`config.mk`:
```
export PLATFORM = sky130hd
export DESIGN_NAME = conv3x3_engine_flat
export DESIGN_NICKNAME = d
export VERILOG_FILES = /design/src/rtl/conv3x3_engine_pkg.sv /design/src/rtl/conv3x3_engine_if.sv /design/src/rtl/conv3x3_engine_mac_unit.sv /design/src/rtl/conv3x3_engine.sv /design/src/flat_wrapper.sv
export SDC_FILE = /design/constraint.sdc
export NUM_CORES = 1
export LEC_CHECK = 0
export ABC_AREA = 1
export CELL_PAD_IN_SITES_DETAIL_PLACEMENT = 0
export CELL_PAD_IN_SITES_GLOBAL_PLACEMENT = 1
export CORE_UTILIZATION = 41
export DETAILED_ROUTE_END_ITERATION = 6
export GPL_ROUTABILITY_DRIVEN = 1
export PLACE_DENSITY = 0.88
export SKIP_LAST_GASP = 1
export SYNTH_ARGS = -nofsm -noshare
export SYNTH_HDL_FRONTEND = slang
export SYNTH_SLANG_ARGS = --single-unit
```
`constraint.sdc`:
```
create_clock -name clk -period 12.85 [get_ports clk]
set_clock_uncertainty 0.15 [all_clocks]
set_input_delay 1.9275 -clock clk [delete_from_list [all_inputs] [get_ports clk]]
set_output_delay 1.9275 -clock clk [all_outputs]
set_load 0.03 [all_outputs]
```
`src/rtl/conv3x3_engine_pkg.sv`:
```
// Shared codes, tile/kernel geometry and arithmetic widths for the 3x3 convolution engine.
package conv_pkg;

  typedef enum logic [2:0] {
    MS_IDLE  = 3'd0,
    MS_LOAD  = 3'd1,
    MS_STORE = 3'd2
  } ms_e;

  typedef enum logic [2:0] {
    CS_IDLE = 3'd0,
    CS_DONE = 3'd1,
    CS_BUSY = 3'd2
  } cs_e;

  localparam int TILE_DIM = 4;
  localparam int KER_DIM  = 3;
  localparam int OUT_DIM  = 2;
  localparam int NUM_PIX  = TILE_DIM * TILE_DIM;
  localparam int NUM_WGT  = KER_DIM * KER_DIM;
  localparam int NUM_OUT  = OUT_DIM * OUT_DIM;
  localparam int PROD_W   = 17;
  localparam int ACC_W    = 21;
  localparam int SUM_W    = 23;

  // Tile pixel feeding output j at kernel tap k: p((y+kr)*4 + (x+kc)).
  function automatic logic [3:0] pix_idx(input logic [1:0] j, input logic [3:0] k);
    int kr, kc;
    kr = int'(k) / KER_DIM;
    kc = int'(k) % KER_DIM;
    return 4'((int'(j[1]) + kr) * TILE_DIM + int'(j[0]) + kc);
  endfunction

endpackage

```
`src/rtl/conv3x3_engine_if.sv`:
```
// Memory <-> engine bus: status codes, operand tile/kernel and packed results.
interface conv3x3_engine_if #(
  parameter int PIX_W = 8,
  parameter int WGT_W = 8,
  parameter int RES_W = 32
);
  logic [2:0]          state;
  logic [16*PIX_W-1:0] DATA;
  logic [9*WGT_W-1:0]  FILTER;
  logic [2:0]          CS;
  logic [RES_W-1:0]    ret22;
  logic [RES_W-1:0]    ret33;

  modport master (output state, DATA, FILTER, input CS, ret22, ret33);
  modport slave  (input state, DATA, FILTER, output CS, ret22, ret33);
endinterface

```
`src/rtl/conv3x3_engine_mac_unit.sv`:
```
// Unsigned-pixel x signed-weight MAC; acc_nxt exposes the running sum including this tap.
module mac_unit
  import conv_pkg::*;
#(
  parameter int PIX_W = 8,
  parameter int WGT_W = 8
) (
  input  logic                    clk,
  input  logic                    rst,
  input  logic                    clr,
  input  logic                    en,
  input  logic [PIX_W-1:0]        pix,
  input  logic signed [WGT_W-1:0] wgt,
  output logic signed [ACC_W-1:0] acc_nxt
);
  logic signed [PROD_W-1:0] prod;
  logic signed [ACC_W-1:0]  acc_q;

  assign prod    = PROD_W'($signed({1'b0, pix})) * PROD_W'(wgt);
  assign acc_nxt = acc_q + ACC_W'(prod);

  // Clear wins over enable so the final tap of an output can be folded and dropped in one edge.
  always_ff @(posedge clk or negedge rst) begin
    if (!rst)     acc_q <= '0;
    else if (clr) acc_q <= '0;
    else if (en)  acc_q <= acc_nxt;
  end
endmodule

```
`src/rtl/conv3x3_engine.sv`:
```
// 4x4 tile * 3x3 kernel valid convolution on one time-shared MAC; 36 cycles per tile.
module conv3x3_engine
  import conv_pkg::*;
#(
  parameter int PIX_W = 8,
  parameter int WGT_W = 8,
  parameter int RES_W = 32
) (
  input  logic               clk,
  input  logic               rst,
  conv3x3_engine_if.slave    bus
);
  cs_e                          cs_q;
  logic [NUM_PIX*PIX_W-1:0]     pix_q;
  logic [NUM_WGT*WGT_W-1:0]     wgt_q;
  logic [1:0]                   j_q;
  logic [3:0]                   k_q;
  logic signed [SUM_W-1:0]      sum_q;
  logic [31:0]                  shadow_q;
  logic [RES_W-1:0]             ret22_q, ret33_q;

  logic                         accept, busy, out_last;
  logic [3:0]                   idx;
  logic [PIX_W-1:0]             pix_op;
  logic signed [WGT_W-1:0]      wgt_op;
  logic signed [ACC_W-1:0]      o_fin;
  logic [7:0]                   o_byte;
  logic signed [SUM_W-1:0]      sum_nxt;
  logic [31:0]                  shadow_nxt;

  assign accept   = (cs_q == CS_IDLE) && (bus.state == MS_LOAD);
  assign busy     = (cs_q == CS_BUSY);
  assign out_last = (k_q == 4'(NUM_WGT - 1));

  assign idx    = pix_idx(j_q, k_q);
  assign pix_op = pix_q[PIX_W*idx +: PIX_W];
  assign wgt_op = $signed(wgt_q[WGT_W*k_q +: WGT_W]);

  mac_unit #(.PIX_W(PIX_W), .WGT_W(WGT_W)) u_mac (
    .clk     (clk),
    .rst     (rst),
    .clr     (accept || (busy && out_last)),
    .en      (busy),
    .pix     (pix_op),
    .wgt     (wgt_op),
    .acc_nxt (o_fin)
  );

  always_comb begin
    if (o_fin < 0)        o_byte = 8'd0;
    else if (o_fin > 255) o_byte = 8'd255;
    else                  o_byte = o_fin[7:0];
    sum_nxt    = sum_q + SUM_W'(o_fin);
    shadow_nxt = shadow_q;
    shadow_nxt[8*j_q +: 8] = o_byte;
  end

  always_ff @(posedge clk or negedge rst) begin
    if (!rst) begin
      cs_q     <= CS_IDLE;
      pix_q    <= '0;
      wgt_q    <= '0;
      j_q      <= '0;
      k_q      <= '0;
      sum_q    <= '0;
      shadow_q <= '0;
      ret22_q  <= '0;
      ret33_q  <= '0;
    end else begin
      case (cs_q)
        CS_IDLE: if (accept) begin
          pix_q    <= bus.DATA;
          wgt_q    <= bus.FILTER;
          j_q      <= '0;
          k_q      <= '0;
          sum_q    <= '0;
          shadow_q <= '0;
          cs_q     <= CS_BUSY;
        end
        CS_BUSY: begin
          if (out_last) begin
            k_q      <= '0;
            j_q      <= j_q + 2'd1;
            shadow_q <= shadow_nxt;
            sum_q    <= sum_nxt;
            // Last output of the tile: publish with its own byte/term folded in this edge.
            if (j_q == 2'(NUM_OUT - 1)) begin
              ret22_q <= RES_W'(shadow_nxt);
              ret33_q <= RES_W'(sum_nxt);
              cs_q    <= CS_DONE;
            end
          end else begin
            k_q <= k_q + 4'd1;
          end
        end
        CS_DONE: if (bus.state == MS_STORE) cs_q <= CS_IDLE;
        default: cs_q <= CS_IDLE;
      endcase
    end
  end

  assign bus.CS    = cs_q;
  assign bus.ret22 = ret22_q;
  assign bus.ret33 = ret33_q;
endmodule
```
`src/flat_wrapper.sv`:
```
// flat-port wrapper written by rule: the top's interface ports become plain ports
module conv3x3_engine_flat import conv_pkg::*;
#(
  parameter int PIX_W = 8,
  parameter int WGT_W = 8,
  parameter int RES_W = 32
)
  (clk, rst, bus_state, bus_DATA, bus_FILTER, bus_CS, bus_ret22, bus_ret33);
  conv3x3_engine_if #(.PIX_W(PIX_W), .WGT_W(WGT_W), .RES_W(RES_W)) bus_i ();
  input  logic clk;
  input  logic rst;
  input wire logic [$bits(bus_i.state)-1:0] bus_state;
  input wire logic [$bits(bus_i.DATA)-1:0] bus_DATA;
  input wire logic [$bits(bus_i.FILTER)-1:0] bus_FILTER;
  output wire logic [$bits(bus_i.CS)-1:0] bus_CS;
  output wire logic [$bits(bus_i.ret22)-1:0] bus_ret22;
  output wire logic [$bits(bus_i.ret33)-1:0] bus_ret33;
  assign bus_i.state = bus_state;
  assign bus_i.DATA = bus_DATA;
  assign bus_i.FILTER = bus_FILTER;
  assign bus_CS = bus_i.CS;
  assign bus_ret22 = bus_i.ret22;
  assign bus_ret33 = bus_i.ret33;
  conv3x3_engine #(.PIX_W(PIX_W), .WGT_W(WGT_W), .RES_W(RES_W)) u_core (.clk(clk), .rst(rst), .bus(bus_i));
endmodule
```
Yosys cells after proc, flatten, opt, wreduce, memory -nomap -nowiden
Cells that the tools add are included.

Input bits: 205. Word-level logic and storage cells: 70. Register bits after elaboration: 340. Output and inout port bits: 67.

Shift operators: 4. Equal/unequal tests: 10. Divide/modulo/power cells: 2. Multiply operators: 1. Reductions and logical operators: 11. $add $sub $neg: 8. Order comparisons: 2. Muxes and demuxes: 22.

Operators with widths (number): $shiftx 128x8->8 (1); $shiftx 72x8->8 (1); $mux 32 (2); $pmux 32 s2 (1); $mux 23 (2); $pmux 23 s2 (1); $mux 21 (2); $neg 5->34 (1); $shift 8x34->32 const A (1); $shiftx 8x34->32 (1); $bwmux 32 (1); $div 5x3->32 const B (1); $mod 5x3->32 const B (1); $add 23x21->23 (1); $add 21x17->21 (1); $gt 21x9->1 const B (1); $lt 21x1->1 const B (1); $mul 9x8->17 (1); $mux 8 (2); $mux 3 (4); $pmux 3 s3 (1); $mux 4 (2); $pmux 4 s2 (1); $eq 3x1->1 const B (2); other kinds (19) (27).

Depth between registers and ports, before layout
Depth in word-level cells: 14. Depth in mapped cells: 63. Depth with buffers taken out: 61.

Cells and area by module
From an unflattened synthesis, not the netlist that was laid out.

Cell total of the unflattened synthesis: 2669. Area total of the unflattened synthesis: 20302.0 um2.

By module, submodules not included: conv3x3_engine (cells an instance 2094, times used 1, area each 16148.0 um2, sequential area each 7957.6 um2); mac_unit (cells an instance 575, times used 1, area each 4154.0 um2, sequential area each 525.5 um2).

Worst setup path after synthesis
No wires, ideal clock.

Path type: register to register. From: register u_core.k_q[0]. To: register u_core.ret33_q[22] (netlist: u_core.bus.ret33[22]). Setup time: 0.118 ns. Buffers on the path: 4. Setup slack: 3.394 ns. Data required time: 12.582 ns. Data arrival time: 9.188 ns. Stages on the path, launching flop included: 51. Period minus slack after synthesis: 9.456 ns. Path through: dfrtp_1 > inv_1 > clkbuf_1 > buf_1 > ha_1 > nand2_1 > nand2_4 > nand2_1 > nand2_1 > inv_1 > ha_1 > or2_2 > a21oi_2 > nand3_4 > xor2_1 > inv_1 > ha_1 > ha_1 > [15 not listed] > ha_1 > nand2_1 > nor2_1 > nand3_1 > nand3_1 > a21boi_0 > xor2_1 > inv_1 > ha_1 > inv_1 > o21bai_1 > inv_1 > nand2_1 > nand2_1 > nand2_1 > nand2_1 > nand3_1 > nand2_1.

Cells in the longest elaborated chain, start to end: 8. Elaborated cells between the ends (all ways): 12. Those cells by class: add/sub (5); mul (1); div (2); eq/ne (1); shift (2); reduce/logical (1).

RTL lines: start: declaration (line conv3x3_engine.sv:17) `logic [3:0] k_q;`; start signal: assignment (line conv3x3_engine.sv:93) `k_q <= k_q + 4'd1;`; $div 5x3->32 (line conv3x3_engine_pkg.sv:29) `kr = int'(k) / KER_DIM;`; $add 2x2->2 (line conv3x3_engine_pkg.sv:31) `return 4'((int'(j[1]) + kr) * TILE_DIM + int'(j[0]) + kc);`; $add 4x2->4 (line conv3x3_engine_pkg.sv:31); $add 4x4->4 (line conv3x3_engine_pkg.sv:31); $shiftx 128x8->8 (line conv3x3_engine.sv:36) `assign pix_op = pix_q[PIX_W*idx +: PIX_W];`; $mul 9x8->17 (line conv3x3_engine_mac_unit.sv:19) `assign prod = PROD_W'($signed({1'b0, pix})) * PROD_W'(wgt);`; $add 21x17->21 (line conv3x3_engine_mac_unit.sv:20) `assign acc_nxt = acc_q + ACC_W'(prod);`; $add 23x21->23 (line conv3x3_engine.sv:53) `sum_nxt = sum_q + SUM_W'(o_fin);`; end signal: assignment (line conv3x3_engine.sv:89) `ret33_q <= RES_W'(sum_nxt);`; end: declaration (line conv3x3_engine.sv:20) `logic [RES_W-1:0] ret22_q, ret33_q;`.

Parallel ways exist; a longest one is shown, timed or not. A chain may end at the register's enable or synchronous reset.

Final worst setup path
Same ends and word-level chain as after synthesis.

==> flow_summary.ini <==
[finish]
final_util_pct = 50.8
finalNonFillerCells = 3425
seqCellArea_um2 = 8480
mostFrequentLayoutCells = nand2_1, dfrtp_1, clkdlybuf4s50_1
multi_input_area_um2 = 9980
nFillCells = 4568
area_growth_pct = 22.3
n_antenna_cell = 0
final_nets = 3139
drive_above_1_share_pct = 4.73
final_common_cell = nand2_1

[cts]
cts_setup_buffers = 0
insertion_delay_ns = 0.56
clkTransAtPathRegs_ns = 0.06
clock-root-buffer = clkbuf_16
cts_buffers = 39
htreeDepth = 2
clockBufferDepth = 3
cts_hold_buf = 0
numClockSinks = 339
cts_tree = yes
ctsResizeCount = 0

[routing]
wl_per_cell_um = 17.2
dr.pass1.iters = 5
viasPerCell = 5.09
dr.first_iter.drc_count = 1500
wl_um = 58900
ant_nets = 0
vias = 17400
route.detailed.drc = 0

[critical_path]
worstPathMaxFanout = 40
required_ns = 13.14
end_kind = flop
reg2regPathDepth = 52
crit_type = reg -> reg
crit_slowest_cell = xor2_1
arrival_ns = 11.20
startpoint_type = flop
r2r-start = u_core.k_q[0]
cp_common_cell = nand2_1
cpPeakStageDelay_ns = 0.63
r2r_setup_slack_ns = 1.94
timing.rr.end = u_core.bus.ret33[22]

[timing]
tightest_slew_ns = 1.30
min_period_over_period_pct = 84.9
finalMaxSlewViolations = 0
hold_viol = 0
rsz0062_at_grt = false
max_freq_ghz = 0.0917
setup_violations = 0
setup-tns-final_ns = 0
whs_ns = 0.322
relSlewSlack_pct = 13.1
post-route-min-period_ns = 10.91

[floorplanning]
start_util_pct = 41.5
ios = 272
coreArea_um2 = 47700
dieArea_um2 = 49200
dieWidth_um = 222
die_h_um = 222
placementRows = 80

[synth]
ys_ff_latch = 339
synth_ff_type = dfrtp_1
synth_async_sr_flop_share_pct = 100
postSynthAreaPerCell_um2 = 7.70
yosysWarningCount = 0
ys_types = 52
synthCells = 2576
synthesis.nets = 2934
synthesis.area_um2 = 19800
synth-edff-count = 0
yosysSeqAreaShare_pct = 42.8

[grt]
grt_pass1_wl_um = 94800
grt_max_degree = 165
grt_pass1_vias = 17600
grt_use_total_pct = 24.3
grt_antenna_before_repair = 0
grt.overflow.total = 0

[worst_hold_path]
hp-class = reg -> reg
min_from = u_core.bus.ret33[0]
min_to = u_core.bus.ret33[0]
whs_path_depth = 2

[placement]
routabilityCongestion = 0.890
io_buffers = 270
place_inst = 3355
hpwl_um = 42800

[status]
outcome = finished, final reports clean

[job]
cap_viol_max_count = 0
[layout make-up]
class	instances	area share, %
flip-flops and latches	339	35.0
multi-input cells	1886	41.1
clock buffers	50	4.53
inverters	230	3.61
well taps	615	3.17
repair buffers	285	11.7
clock inverters	20	0.913
[critical path: cells and delay by family, from the launching register on]
family,cells,cell delay [ns]
flip-flops,1,0.32
AND/OR/NAND/NOR,18,2.10
XOR/XNOR,2,0.79
buffers and inverters,15,2.12
adder cells (fa/ha/maj),11,3.89
AO/OA/AOI/OAI,6,1.36
[Yosys cell counts, types with 16 or more instances]
master / count / area share, %
inv_1: 216 / 4.1
nand3_1: 94 / 2.4
clkbuf_1: 92 / 1.7
nor2_1: 101 / 1.9
nand4_1: 27 / 0.85
ha_1: 101 / 6.4
o21ai_0: 89 / 2.2
xor2_1: 18 / 0.80
fa_1: 52 / 5.2
dfrtp_1: 339 / 43
a31oi_1: 16 / 0.50
o21bai_1: 19 / 0.72
o22ai_1: 21 / 0.66
a21oi_1: 64 / 1.6
nand2_1: 1176 / 22
[state kept, by name (all words and copies together), names as in the netlist, 4 cells and up]
| name | cells |
|---|---|
| u_core.wgt_q | 72 |
| u_core.sum_q | 23 |
| u_core.bus.ret33 | 23 |
| u_core.k_q | 4 |
| u_core.bus.ret22 | 32 |
| u_core.pix_q | 128 |
| u_core.u_mac.acc_q | 21 |
| u_core.shadow_q | 32 |
[kinds of logic (layout without fill, tap and decap cells)]
group	after synthesis	in the layout	synth area share (%)
AOI/OAI and AO/OA	265	265	8.08
xor gates and xnor gates	29	29	1.28
adders and majority gates	153	153	11.6
buffers and inverters	351	585	7.06
DFF	339	339	42.8
muxes	2	2	0.101
other	1	1	0.0189
and+or+nand+nor	1436	1436	29.1
[how the worst max path moves through the flow]
| stage | endpoint | slack [ns] | startpoint | cells past startpoint |
|---|---|---|---|---|
| global placement | u_core.bus.ret33[19] | 1.99 | u_core.k_q[0] | 52 |
| finish | u_core.bus.ret33[22] | 1.94 | u_core.k_q[0] | 52 |
| CTS | u_core.bus.ret33[19] | 1.97 | u_core.k_q[0] | 53 |
| detailed placement | u_core.bus.ret33[19] | 2.02 | u_core.k_q[0] | 54 |
| global route | u_core.bus.ret33[22] | 1.14 | u_core.k_q[3] | 53 |
| floorplan | u_core.bus.ret33[22] | 3.39 | u_core.k_q[0] | 50 |
[routing by layer]
metal / GRT usage (%) / wire length, µm
met1: 33.8 / 27400
met2: 39.2 / 27200
met3: 3.11 / 2630
met4: 7.89 / 1750
met5: 0 / 0
[per-stage QoR]
step	setup WS (ns)	instance area [µm²]
after CTS	1.97	24300
after floorplan	3.39	19800
after global placement	1.99	22900
final	1.94	24300
after global routing	1.14	24300
after detailed placement	2.02	22900
Power is left out: the tool's default activity adds up to more than one toggle a clock period on the data nets, which glitch-free logic cannot reach.
